--- config.mk ---
export PLATFORM = sky130hd
export DESIGN_NAME = score_display_ctrl
export DESIGN_NICKNAME = d
export VERILOG_FILES = /design/src/rtl/score_pkg.sv /design/src/rtl/score_display_ctrl_bin2bcd_seq.sv /design/src/rtl/score_display_ctrl.sv
export SDC_FILE = /design/constraint.sdc
export NUM_CORES = 1
export LEC_CHECK = 0
export ABC_AREA = 1
export BUFFER_PORTS_ARGS = -buffer_cell sky130_fd_sc_hd__buf_2
export CAP_MARGIN = 20
export CORE_MARGIN = 2
export CORE_UTILIZATION = 53
export CTS_CLUSTER_DIAMETER = 50
export DETAILED_ROUTE_END_ITERATION = 10
export GPL_TIMING_DRIVEN = 1
export HOLD_SLACK_MARGIN = 0.03
export PLACE_DENSITY = 0.76
export SYNTH_ARGS = -nofsm -noshare
export SYNTH_HDL_FRONTEND = slang
export SYNTH_SLANG_ARGS = --single-unit
--- constraint.sdc ---
create_clock -name clk -period 2.8 [get_ports clk]
set_input_delay 0.56 -clock clk [delete_from_list [all_inputs] [get_ports clk]]
set_output_delay 0.56 -clock clk [all_outputs]
set_load 0.01 [all_outputs]
--- src/rtl/score_pkg.sv ---
// Shared parameters, FSM encoding and BCD helper
// for the score display controller.
package score_pkg;

  localparam int SCORE_W    = 14;
  localparam int INC_W      = 4;
  localparam int MAX_SCORE  = 9999;
  localparam int BCD_DIGITS = 4;
  localparam int BCD_W      = 4 * BCD_DIGITS;
  localparam int CNT_W      = $clog2(SCORE_W);

  typedef enum logic [1:0] {
    IDLE  = 2'd0,
    SHIFT = 2'd1,
    DONE  = 2'd2
  } state_t;

  function automatic logic [BCD_W-1:0] add3(
    input logic [BCD_W-1:0] b
  );
    logic [BCD_W-1:0] r;
    r = b;
    for (int i = 0; i < BCD_DIGITS; i++) begin
      if (b[4*i +: 4] >= 4'd5)
        r[4*i +: 4] = b[4*i +: 4] + 4'd3;
    end
    return r;
  endfunction

endpackage

--- src/rtl/score_display_ctrl_bin2bcd_seq.sv ---
// Sequential shift-add-3 binary to BCD engine.
// One shift per cycle, SCORE_W shift cycles per run.
module bin2bcd_seq
  import score_pkg::*;
(
  input  logic               clk,
  input  logic               rst_n,
  input  logic               start,
  input  logic [SCORE_W-1:0] bin_in,
  output logic               busy,
  output logic               done,
  output logic [BCD_W-1:0]   bcd
);

  state_t state, state_next;
  logic [BCD_W-1:0]         bcd_q;
  logic [SCORE_W-1:0]       bin_q;
  logic [CNT_W-1:0]         cnt;
  logic [BCD_W+SCORE_W-1:0] shifted;

  localparam logic [CNT_W-1:0] LAST = CNT_W'(SCORE_W - 1);

  assign shifted = {add3(bcd_q), bin_q} << 1;
  assign bcd     = bcd_q;

  // State register
  always_ff @(posedge clk) begin
    if (!rst_n) state <= IDLE;
    else        state <= state_next;
  end

  // Next-state logic
  always_comb begin
    state_next = state;
    unique case (state)
      IDLE:    if (start) state_next = SHIFT;
      SHIFT:   if (cnt == LAST) state_next = DONE;
      DONE:    state_next = IDLE;
      default: state_next = IDLE;
    endcase
  end

  // Status outputs decoded from state
  always_comb begin
    busy = (state != IDLE);
    done = (state == DONE);
  end

  // Capture and shift datapath
  always_ff @(posedge clk) begin
    if (!rst_n) begin
      bcd_q <= '0;
      bin_q <= '0;
      cnt   <= '0;
    end else if (state == IDLE && start) begin
      bcd_q <= '0;
      bin_q <= bin_in;
      cnt   <= '0;
    end else if (state == SHIFT) begin
      {bcd_q, bin_q} <= shifted;
      cnt            <= cnt + 1'b1;
    end
  end

endmodule

--- src/rtl/score_display_ctrl.sv ---
// Score register, dirty tracking and display output.
// Optional high score via macro SCORE_HISCORE_EN.
module score_display_ctrl
  import score_pkg::*;
(
  input  logic               clk,
  input  logic               rst_n,
  input  logic               inc,
  input  logic [INC_W-1:0]   inc_amount,
  input  logic               clear,
  input  logic               show_hi,
  output logic [SCORE_W-1:0] score,
  output logic [15:0]        disp_value,
  output logic               busy,
  output logic               update_done
);

  localparam logic [SCORE_W:0] MAX_W = (SCORE_W + 1)'(MAX_SCORE);

  logic [SCORE_W-1:0] score_q, score_next;
  logic [SCORE_W:0]   sum;
  logic               dirty, changed, capture;
  logic [15:0]        disp_q;
  logic               eng_busy, eng_done;
  logic [BCD_W-1:0]   eng_bcd;

  assign sum     = {1'b0, score_q} + (SCORE_W + 1)'(inc_amount);
  assign changed = (score_next != score_q);
  assign capture = dirty && !eng_busy;

  // Saturating score update; clear has priority
  always_comb begin
    score_next = score_q;
    if (clear)
      score_next = '0;
    else if (inc)
      score_next = (sum > MAX_W) ? MAX_W[SCORE_W-1:0]
                                 : sum[SCORE_W-1:0];
  end

  // Score, dirty flag and display registers
  always_ff @(posedge clk) begin
    if (!rst_n) begin
      score_q     <= '0;
      dirty       <= 1'b0;
      disp_q      <= '0;
      update_done <= 1'b0;
    end else begin
      score_q     <= score_next;
      dirty       <= changed || (dirty && !capture);
      update_done <= eng_done;
      if (eng_done) disp_q <= eng_bcd;
    end
  end

  bin2bcd_seq u_conv (
    .clk    (clk),
    .rst_n  (rst_n),
    .start  (dirty),
    .bin_in (score_q),
    .busy   (eng_busy),
    .done   (eng_done),
    .bcd    (eng_bcd)
  );

  assign score = score_q;
  assign busy  = eng_busy;

`ifdef SCORE_HISCORE_EN
  logic [SCORE_W-1:0] hi_score, cap_score;
  logic [15:0]        hi_bcd;

  // Track the highest converted score
  always_ff @(posedge clk) begin
    if (!rst_n) begin
      hi_score  <= '0;
      hi_bcd    <= '0;
      cap_score <= '0;
    end else begin
      if (capture) cap_score <= score_q;
      if (eng_done && cap_score > hi_score) begin
        hi_score <= cap_score;
        hi_bcd   <= eng_bcd;
      end
    end
  end

  assign disp_value = show_hi ? hi_bcd : disp_q;
`else
  logic unused_show_hi;
  assign unused_show_hi = show_hi;
  assign disp_value     = disp_q;
`endif

endmodule
==> results of run 1 <==
## final cells by class
type	instances	area share [%]
clock buffers	9	2.60
clock inverters	7	2.08
inverters	69	5.44
multi-input cells	420	46.9
flip-flops and latches	68	28.6
well taps	99	2.60
repair buffers	86	11.8
## flip-flops by register name, summed over array words and instances (netlist names)
register      cells
dirty             1
disp_value       16
score            14
u_conv.bcd       16
u_conv.bin_q     14
u_conv.cnt        4
u_conv.state      2
update_done       1
## worst reg2reg max path, cell delays in order (launching register included)
cell	delay, ns
dfxtp_2	0.35
ha_4	0.12
inv_1	0.04
fa_2	0.34
nand3b_1	0.20
nand2_2	0.10
buf_12	0.12
nand2_1	0.05
nand2_1	0.08
nand2_2	0.07
inv_2	0.06
nand2_2	0.06
nor3_2	0.20
nand2_2	0.14
nand2_4	0.15
nand2_2	0.07
nand2_2	0.07
nand2_2	0.06
nand2_1	0.09
nand2_2	0.08
nor2_2	0.12
nand3_1	0.08
nor2_1	0.10
nor2_1	0.05
## logic make-up after synthesis
group | count (synthesis) | share of synthesized area (%)
AO/OA/AOI/OAI | 97 | 14.8
flip-flops | 68 | 35.4
adder cells (fa/ha/maj) | 15 | 5.07
buffers and inverters | 91 | 9.29
AND/OR/NAND/NOR | 296 | 32.8
XOR/XNOR | 11 | 2.70
## per-layer routing
| metal | vias up | track usage [%] | wire length, µm |
|---|---|---|---|
| li1 | 2025 | - | - |
| met1 | 1862 | 34.6 | 4540 |
| met2 | 109 | 41.2 | 4720 |
| met3 | 17 | 6.37 | 488 |
| met4 | 0 | 7.60 | 138 |
| met5 | - | 0 | 0 |
## final timing paths
kind | from | end | slack (ns) | cells after the start
hold reg to reg | disp_value[15]$_SDFFE_PN0P_ | disp_value[15]$_SDFFE_PN0P_ | 0.48 | 2
hold / removal | disp_value[15]$_SDFFE_PN0P_ | disp_value[15]$_SDFFE_PN0P_ | 0.48 | 2
setup / recovery | score[0]$_SDFF_PN0_ | dirty$_SDFF_PN0_ | -0.14 | 23
setup reg to reg | score[0]$_SDFF_PN0_ | dirty$_SDFF_PN0_ | -0.14 | 23
## power by group through the flow
stage / sequential (W) / combinational, W / clock (W)
2_1_floorplan: 0.00104 / 0.000240 / 0
3_3_place_gp: 0.00104 / 0.000346 / 0
3_5_place_dp: 0.00104 / 0.000358 / 0
4_1_cts: 0.00102 / 0.000362 / 0.000911
5_1_grt: 0.00103 / 0.000422 / 0.000949
6_report: 0.00102 / 0.000375 / 0.000895
## timing repair
action / 4_1_cts / 5_1_grt
cloned: 1 / 0
buffers inserted: 1 / 2
endpoints found under the setup margin: 2 / 4
gates resized for setup: 9 / 14
pin swaps: 2 / 9
## cells in the mapped netlist, types with 2 or more instances
master	number	area share, %
nand3_1	42	5.5
nand2_1	131	13
xor2_1	6	1.4
clkbuf_1	18	1.8
a21oi_2	2	0.46
ha_1	14	4.5
nor3_2	2	0.52
nand2_2	15	2.4
inv_1	63	6.1
buf_6	2	0.58
o211ai_1	8	1.6
dfxtp_1	68	35
a21oi_1	37	4.8
a211oi_1	3	0.58
nand4_1	9	1.5
clkinv_1	3	0.29
o21ai_0	31	4.0
nor3_1	4	0.52
a221oi_1	11	2.5
nor2_2	2	0.32
inv_2	3	0.29
xnor2_1	4	0.91
nor2_1	87	8.5
a31oi_1	2	0.32
## stage by stage
| stage | hold slack (ns) | area (µm²) | std cells | total power [W] |
|---|---|---|---|---|
| 4_1_cts | 0.484 | 4700 | 756 | 0.00230 |
| 3_3_place_gp | 0.459 | 4440 | 738 | 0.00139 |
| 6_report | 0.479 | 4760 | 758 | 0.00229 |
| 2_1_floorplan | 0.441 | 3870 | 578 | 0.00128 |
| 3_5_place_dp | 0.468 | 4440 | 738 | 0.00140 |
| 5_1_grt | 0.504 | 4760 | 758 | 0.00240 |
==> results by stage, run 1 <==
Routing:
- The detailed router finished its first iteration with 300 violations.
- The first detailed-routing pass took 5 iterations.
- The total length of routed wires is 9890 µm.
- The via count is 4013.
- The DRC violation count after routing is 0.
- After detailed routing, the average wire length per cell comes to 13.0 µm.
- The remaining antenna violation count is 0.
- The ratio of routed vias to standard cells is 5.29.

Global routing:
- The number of antenna violations at the first check in global routing is 0.
- For this run, the total global-route usage over all layers was measured as 25.7%.
- For this run the aggregate overflow at the end of global routing stands at 0.
- The maximum number of pins on one net before global-route repair is 36.
- The global-route wire length before repair is 16100 µm.
- The via count of the first global-routing pass is 3556.

CTS:
- CTS saw 68 sinks.
- The later pin in the worst-skew pair is clocked with a latency of 0.34 ns.
- Clock tree synthesis selected as its root buffer the cell clkbuf_8.
- The largest buffer count on any clock path is 2.
- The H-tree was split into 3 levels.
- The clock tree from TritonCTS is built.
- The total clock buffers created by CTS is 9.
- The total of hold buffers inserted after clock tree synthesis is 0.
- Clock-pin slew was measured on the worst setup and hold paths at 0.08 ns.

STA:
- The worst pin sits at a relative slew slack of 46.2%.
- The least setup slack across all paths after layout is -0.138 ns.
- The total count of hold-check failures in the final report is 0.
- The number of failing setup endpoints in the final timing report is 1.
- Based on the critical path, the design can be clocked at up to 340 MHz.
- The final period demand of the worst path is 2.94 ns.
- The largest clock skew in the final design is 0.00856 ns.
- Adding up every negative setup slack in the final design gives -0.138 ns.
- In the finished design, the share of the clock period the worst path needs comes to 105%.
- Setup repair after global routing could not meet its margin everywhere.
- The slew at the pin closest to its max-slew limit is 0.804 ns.
- The final-report max-slew violation count is 0.

Critical path:
- Among cell families on the critical path, the largest total delay comes from simple AND/OR/NAND/NOR gates.
- The data required time at the worst endpoint is 3.01 ns.
- Of all nets on the critical path, the largest fanout is 10.
- The maximum single-stage delay on the critical path is 0.35 ns.
- The kind of end point of the critical path is a flip-flop.
- The most numerous cell type found on the critical path is nand2_2.
- The critical path goes through ha_4 > inv_1 > fa_2 > nand3b_1 > nand2_2 > buf_12 > nand2_1 > nand2_1 > nand2_2 > inv_2 > nand2_2 > nor3_2 > nand2_2 > nand2_4 > nand2_2 > nand2_2 > nand2_2 > nand2_1 > nand2_2 > nor2_2 > nand3_1 > nor2_1 > nor2_1.
- The launching element type of the critical path is a flip-flop.
- The worst endpoint data arrival time is 3.15 ns.
- The standard cell with the maximum stage delay on the critical path is dfxtp_2.
- The count of buffer and inverter cells on the critical path is 3.
- The worst setup path is of the flip-flop to flip-flop kind.

Floorplanning:
- The die area is 0.00796 mm².
- The effective utilization at floorplan is 53.9%.
- The number of top-level pins is 41.
- The number of core rows is 31.
- The core region is 0.00714 mm².
- The floorplan step set the die height to 89.2 µm.
- From left edge to right edge, the die measures 89.2 µm.

Synth:
- During synthesis, Yosys emitted a total of 0 warnings.
- The share of the Yosys chip area taken by registers is 35.4%.
- Counting flops with a built-in enable in the synthesized netlist gives 0.
- For this run, the leading register cell type out of synthesis is dfxtp_1.
- The share of flip-flops with an asynchronous set or reset after synthesis is 0%.
- After synthesis, the netlist uses 35 different library cells.
- The mapped netlist covers 0.00385 mm².
- After technology mapping, the gate count stands at 578.
- In this run, synthesis produced a sequential element count of 68.
- The post-synthesis area per instance is 6.66 µm².
- Synthesis produced a netlist with a net count of 602.

Hold path:
- The path class of the tightest hold or removal check is flip-flop to flip-flop.

Power:
- The leakage power of the design is 2.22 nW.
- The share of power burned in registers is 44.6%.
- Of the total power, the clock network draws 39.0%.
- The worst-case IR drop observed on VDD is 0.383 mV.
- The logic gate share of total power is 16.4%.
- The fraction of power spent switching nets is 28.3%.
- Summed over all nets, the switching power comes to 0.000649 W.
- The power per cell area is 482 mW/mm².
- The internal portion of total power is 0.00164 W.

Place:
- Timing analysis after detailed placement gives a worst setup slack of -0.518 ns.
- The detailed placer's ending HPWL is 7030 µm.
- The placer's final routability congestion estimate is 1.00.
- In this run the tool buffered the top-level ports with 39 buffer cells.

Flow run:
- The tool flagged a number of max-cap violations equal to 0.

Finish:
- The final antenna diode count is 0.
- The leading cell type in the layout, fill and taps excluded is nand2_1.
- The footprint of the flip-flops and latches is 0.00136 mm².
- The area growth from synthesis to layout is 23.7%.
- Of the cells placed in the final design, the portion with a size suffix greater than 1 is 23.4%.
- The area of the multi-input gates is 0.00223 mm².
- After filler insertion, the fill cell instance count of the layout stands at 642.
- Cells fill 66.7% of the core in the end.
- The top cell types in the final layout, fill and taps aside, are nand2_1, nor2_1, dfxtp_1, inv_1, buf_4.
- The number of nets in the final layout is 678.

Outcome:
- The checks that failed: negative setup slack.
- The flow ran to the end, but the final reports show violations.
No activity file was read; power rests on OpenSTA's default activity.
==> inputs of run 2 (changes only) <==
--- a/config.mk
+++ b/config.mk
@@ -15,6 +15,8 @@
 export GPL_TIMING_DRIVEN = 1
 export HOLD_SLACK_MARGIN = 0.03
 export PLACE_DENSITY = 0.76
+export SKIP_LAST_GASP = 1
+export SLEW_MARGIN = 15
 export SYNTH_ARGS = -nofsm -noshare
 export SYNTH_HDL_FRONTEND = slang
 export SYNTH_SLANG_ARGS = --single-unit
==> run 2 against run 1 <==
- the flow still finishes with violations (negative setup slack)
- clock skew down 0.00056 ns
- total power shrank 0.29%
- combinational power shrank 2%
- critical path type unchanged
- critical endpoint unchanged
- highest routed layer unchanged
==> results by stage, run 2 (synthesis results as in run 1) <==
Place:
- The detailed placer's ending HPWL was 7030 µm (unchanged).
- The count of input and output buffers is 39 (unchanged).
- The total placed instance area is 0.00444 mm² (unchanged).
- The placer's final routability congestion estimate is 1.00 (unchanged).

STA:
- The number of failing setup endpoints in the final timing report is 1 (unchanged).
- The total count of hold-check failures in the final report is 0 (unchanged).
- The largest clock skew in the final design is 0.00800 ns (-0.000562 ns).
- The least setup slack across all paths after layout is -0.135 ns (+0.00300 ns).
- The final-report max-slew violation count is 0 (unchanged).
- The final period demand of the worst path is 2.93 ns (-0.00300 ns).
- The worst slew slack as a fraction of its limit is 45.3% (-0.86 points).
- The highest achievable clock rate is 341 MHz (+0.10%).
- The slew at the pin closest to its max-slew limit is 0.817 ns (+0.0129 ns).
- Setup repair after global routing could not meet its margin everywhere.
- The part of the cycle the worst path needs is 105% (-0.11 points).

Critical path:
- The cell type group with the largest total delay on the critical path is simple AND/OR/NAND/NOR gates.
- The worst setup path is captured at a flip-flop.
- The most numerous cell type found on the critical path is nand2_1.
- STA classifies the critical path startpoint as a flip-flop.
- The worst endpoint data arrival time is 3.15 ns (about the same).
- The critical path start-end classification is flip-flop to flip-flop.
- The top fanout value on the critical path was 10 (unchanged).
- In this run the critical register-to-register path is captured at dirty$_SDFF_PN0_.
- The reg2reg setup slack was -0.13 ns (about the same).
- Traced cell by cell, the critical path runs through ha_4 > inv_1 > fa_2 > nand3b_1 > nand2_2 > buf_12 > nand2_1 > nand2_1 > nand2_1 > inv_2 > nand2_1 > nor3_2 > nand2_2 > nand2_4 > nand2_2 > nand2_2 > nand2_1 > nand2_1 > nand2_1 > nor2_2 > nand3_1 > nor2_1 > nor2_1.
- The maximum single-stage delay on the critical path was 0.35 ns (about the same).
- The standard cell with the maximum stage delay on the critical path is dfxtp_2.
- The count of buffer and inverter cells on the critical path came to 3 (unchanged).
- The depth of the most critical reg-to-reg path was 23 (unchanged).
- The data required time at the worst endpoint is 3.01 ns (about the same).
- The worst register-to-register path begins at score[0]$_SDFF_PN0_.

Global routing:
- The via count of the first global-routing pass is 3550 (-0.17%).
- The maximum number of pins on one net before global-route repair came to 36 (unchanged).
- The global-route wire length before repair was 16100 µm (-0.17%).
- The number of antenna violations at the first check in global routing was 0 (unchanged).
- The global routing usage summed across all routing layers is 25.7% (-0.038 points).
- The leftover overflow at the end of global routing is 0 (unchanged).

Routing:
- The remaining antenna violation count is 0 (unchanged).
- The DRC violation count after routing was 0 (unchanged).
- The first-pass iteration count of the detailed router was 6 (+1).
- The number of design-rule violations left by the first detailed-router iteration was 247 (-18%).
- The routed length per instance came to 12.8 µm (-1.5%).
- The total length of routed wires is 9730 µm (-1.5%).
- The ratio of routed vias to standard cells is 5.25 (-0.75%).
- The via count is 3983 (-0.75%).

Finish:
- The fraction of layout cells with a size suffix above 1 is 21.5% (-1.8 points).
- The post-layout utilization of the core came to 66.3% (-0.47 points).
- The final antenna diode count was 0 (unchanged).
- The area of the multi-input gates is 0.00220 mm² (-1.5%).
- The footprint of the flip-flops and latches is 0.00136 mm² (unchanged).
- The library cell used most frequently in the layout, excluding fill and tap cells, is nand2_1.
- The number of nets in the final layout is 678 (unchanged).
- Compared with the post-synthesis result, the final layout area differs by 22.8%.
- The finished layout cell area came to 0.00473 mm² (-0.71%).
- In the layout the commonest cells are nand2_1, nor2_1, dfxtp_1, inv_1, buf_4.
- The layout filler cell count is 641 (-0.16%).

CTS:
- The number of levels in the clock H-tree is 3 (unchanged).
- The clock root buffer is clkbuf_8.
- The post-CTS clock slew at the launch and capture registers of the worst setup and hold paths is 0.08 ns (about the same).
- The TritonCTS sink count came to 68 (unchanged).
- The insertion delay of the later-clocked pin in the worst-skew pair was 0.34 ns (about the same).
- The largest buffer count on any clock path is 2 (unchanged).
- The total clock buffers created by CTS is 9 (unchanged).
- TritonCTS built the clock tree.

Power:
- The maximum vdd drop came to 0.382 mV (-0.15%).
- The share of total power in the clock network is 39.1% (about the same).
- The power per cell area is 484 mW/mm² (+0.42%).
- The logic gate share of total power is 16.2% (-0.2 points).
- The leakage power of the design is 2.22 nW (-0.18%).
- The switching component of the power came to 0.000645 W (-0.71%).
- The fraction of power spent switching nets was 28.2% (-0.12 points).
- The internal portion of total power is 0.00164 W (-0.12%).
- The sum of internal, switching and leakage power is 0.00229 W (-0.29%).
- The share of power burned in registers is 44.7% (about the same).

Hold path:
- The endpoint of the worst hold path is disp_value[15]$_SDFFE_PN0P_.
- The number of stages on the worst hold path came to 2 (unchanged).
- The worst hold-check path type is flip-flop to flip-flop.
- The critical hold path startpoint is disp_value[15]$_SDFFE_PN0P_.

Floorplanning:
- The vertical die dimension came to 89.2 µm (unchanged).
- The effective utilization at floorplan is 53.9% (unchanged).
- The die area is 0.00796 mm² (unchanged).
- The number of core rows is 31 (unchanged).
- The standard cell core area is 0.00714 mm² (unchanged).
- The number of top-level pins is 41 (unchanged).
- The horizontal die dimension came to 89.2 µm (unchanged).

Flow run:
- The reported max-cap violation count came to 0 (unchanged).

Outcome:
- The flow ran to the end, but the final reports show violations.
- The checks that failed: negative setup slack.
run 2: worst max-delay path by stage:
stage	end	slack, ns	start	cells past startpoint
6_report	dirty$_SDFF_PN0_	-0.13	score[0]$_SDFF_PN0_	23
5_1_grt	dirty$_SDFF_PN0_	-0.34	score[0]$_SDFF_PN0_	23
4_1_cts	dirty$_SDFF_PN0_	-0.09	score[0]$_SDFF_PN0_	23
3_5_place_dp	dirty$_SDFF_PN0_	-0.52	inc_amount[0]	24
3_3_place_gp	dirty$_SDFF_PN0_	-0.46	inc_amount[0]	24
2_1_floorplan	dirty$_SDFF_PN0_	-0.03	inc_amount[0]	24
run 2: worst register-to-register path: cells and delay by family (launching register included):
kind          cells  cell delay, ns
simple gates     18            1.78
fa+ha+maj         2            0.46
flops             1            0.35
buf+inv           3            0.22
run 2: timing repair:
item,CTS,global route
cloned,1,0
gates resized for setup,6,5
setup buffers,1,2
hold buffers,0,0
pin swaps,2,8
endpoints found under the setup margin,2,5
run 2: cell type report:
| class | count | share of cell area [%] |
|---|---|---|
| Sequential cell | 68 | 28.8 |
| Timing Repair Buffer | 86 | 11.9 |
| Tap cell | 99 | 2.62 |
| Multi-Input combinational cell | 420 | 46.5 |
| Clock buffer | 9 | 2.62 |
| Inverter | 69 | 5.48 |
| Clock inverter | 7 | 2.09 |
run 2: stage by stage:
stage	instances	TNS, ns	setup slack [ns]	hold WS [ns]
global route	758	-0.603	-0.338	0.504
CTS	756	-0.0940	-0.0940	0.484
detailed placement	738	-2.36	-0.518	0.468
finish	758	-0.135	-0.135	0.480
floorplan	578	-0.0324	-0.0324	0.441
global placement	738	-1.74	-0.458	0.459
run 2: power groups by stage:
stage	sequential (W)	combinational [W]	clock (W)
after CTS	0.00102	0.000362	0.000911
final	0.00102	0.000369	0.000895
after global routing	0.00103	0.000417	0.000949
after detailed placement	0.00104	0.000358	0
after global placement	0.00104	0.000346	0
after floorplan	0.00104	0.000240	0
run 2: routing by layer:
layer  track usage, %  up-vias  routed length, µm
met5                0        -                  0
li1                 -     2026                  -
met1             34.3     1842               4430
met3             6.83       12                511
met2             41.0      103               4680
met4             7.60        0                112
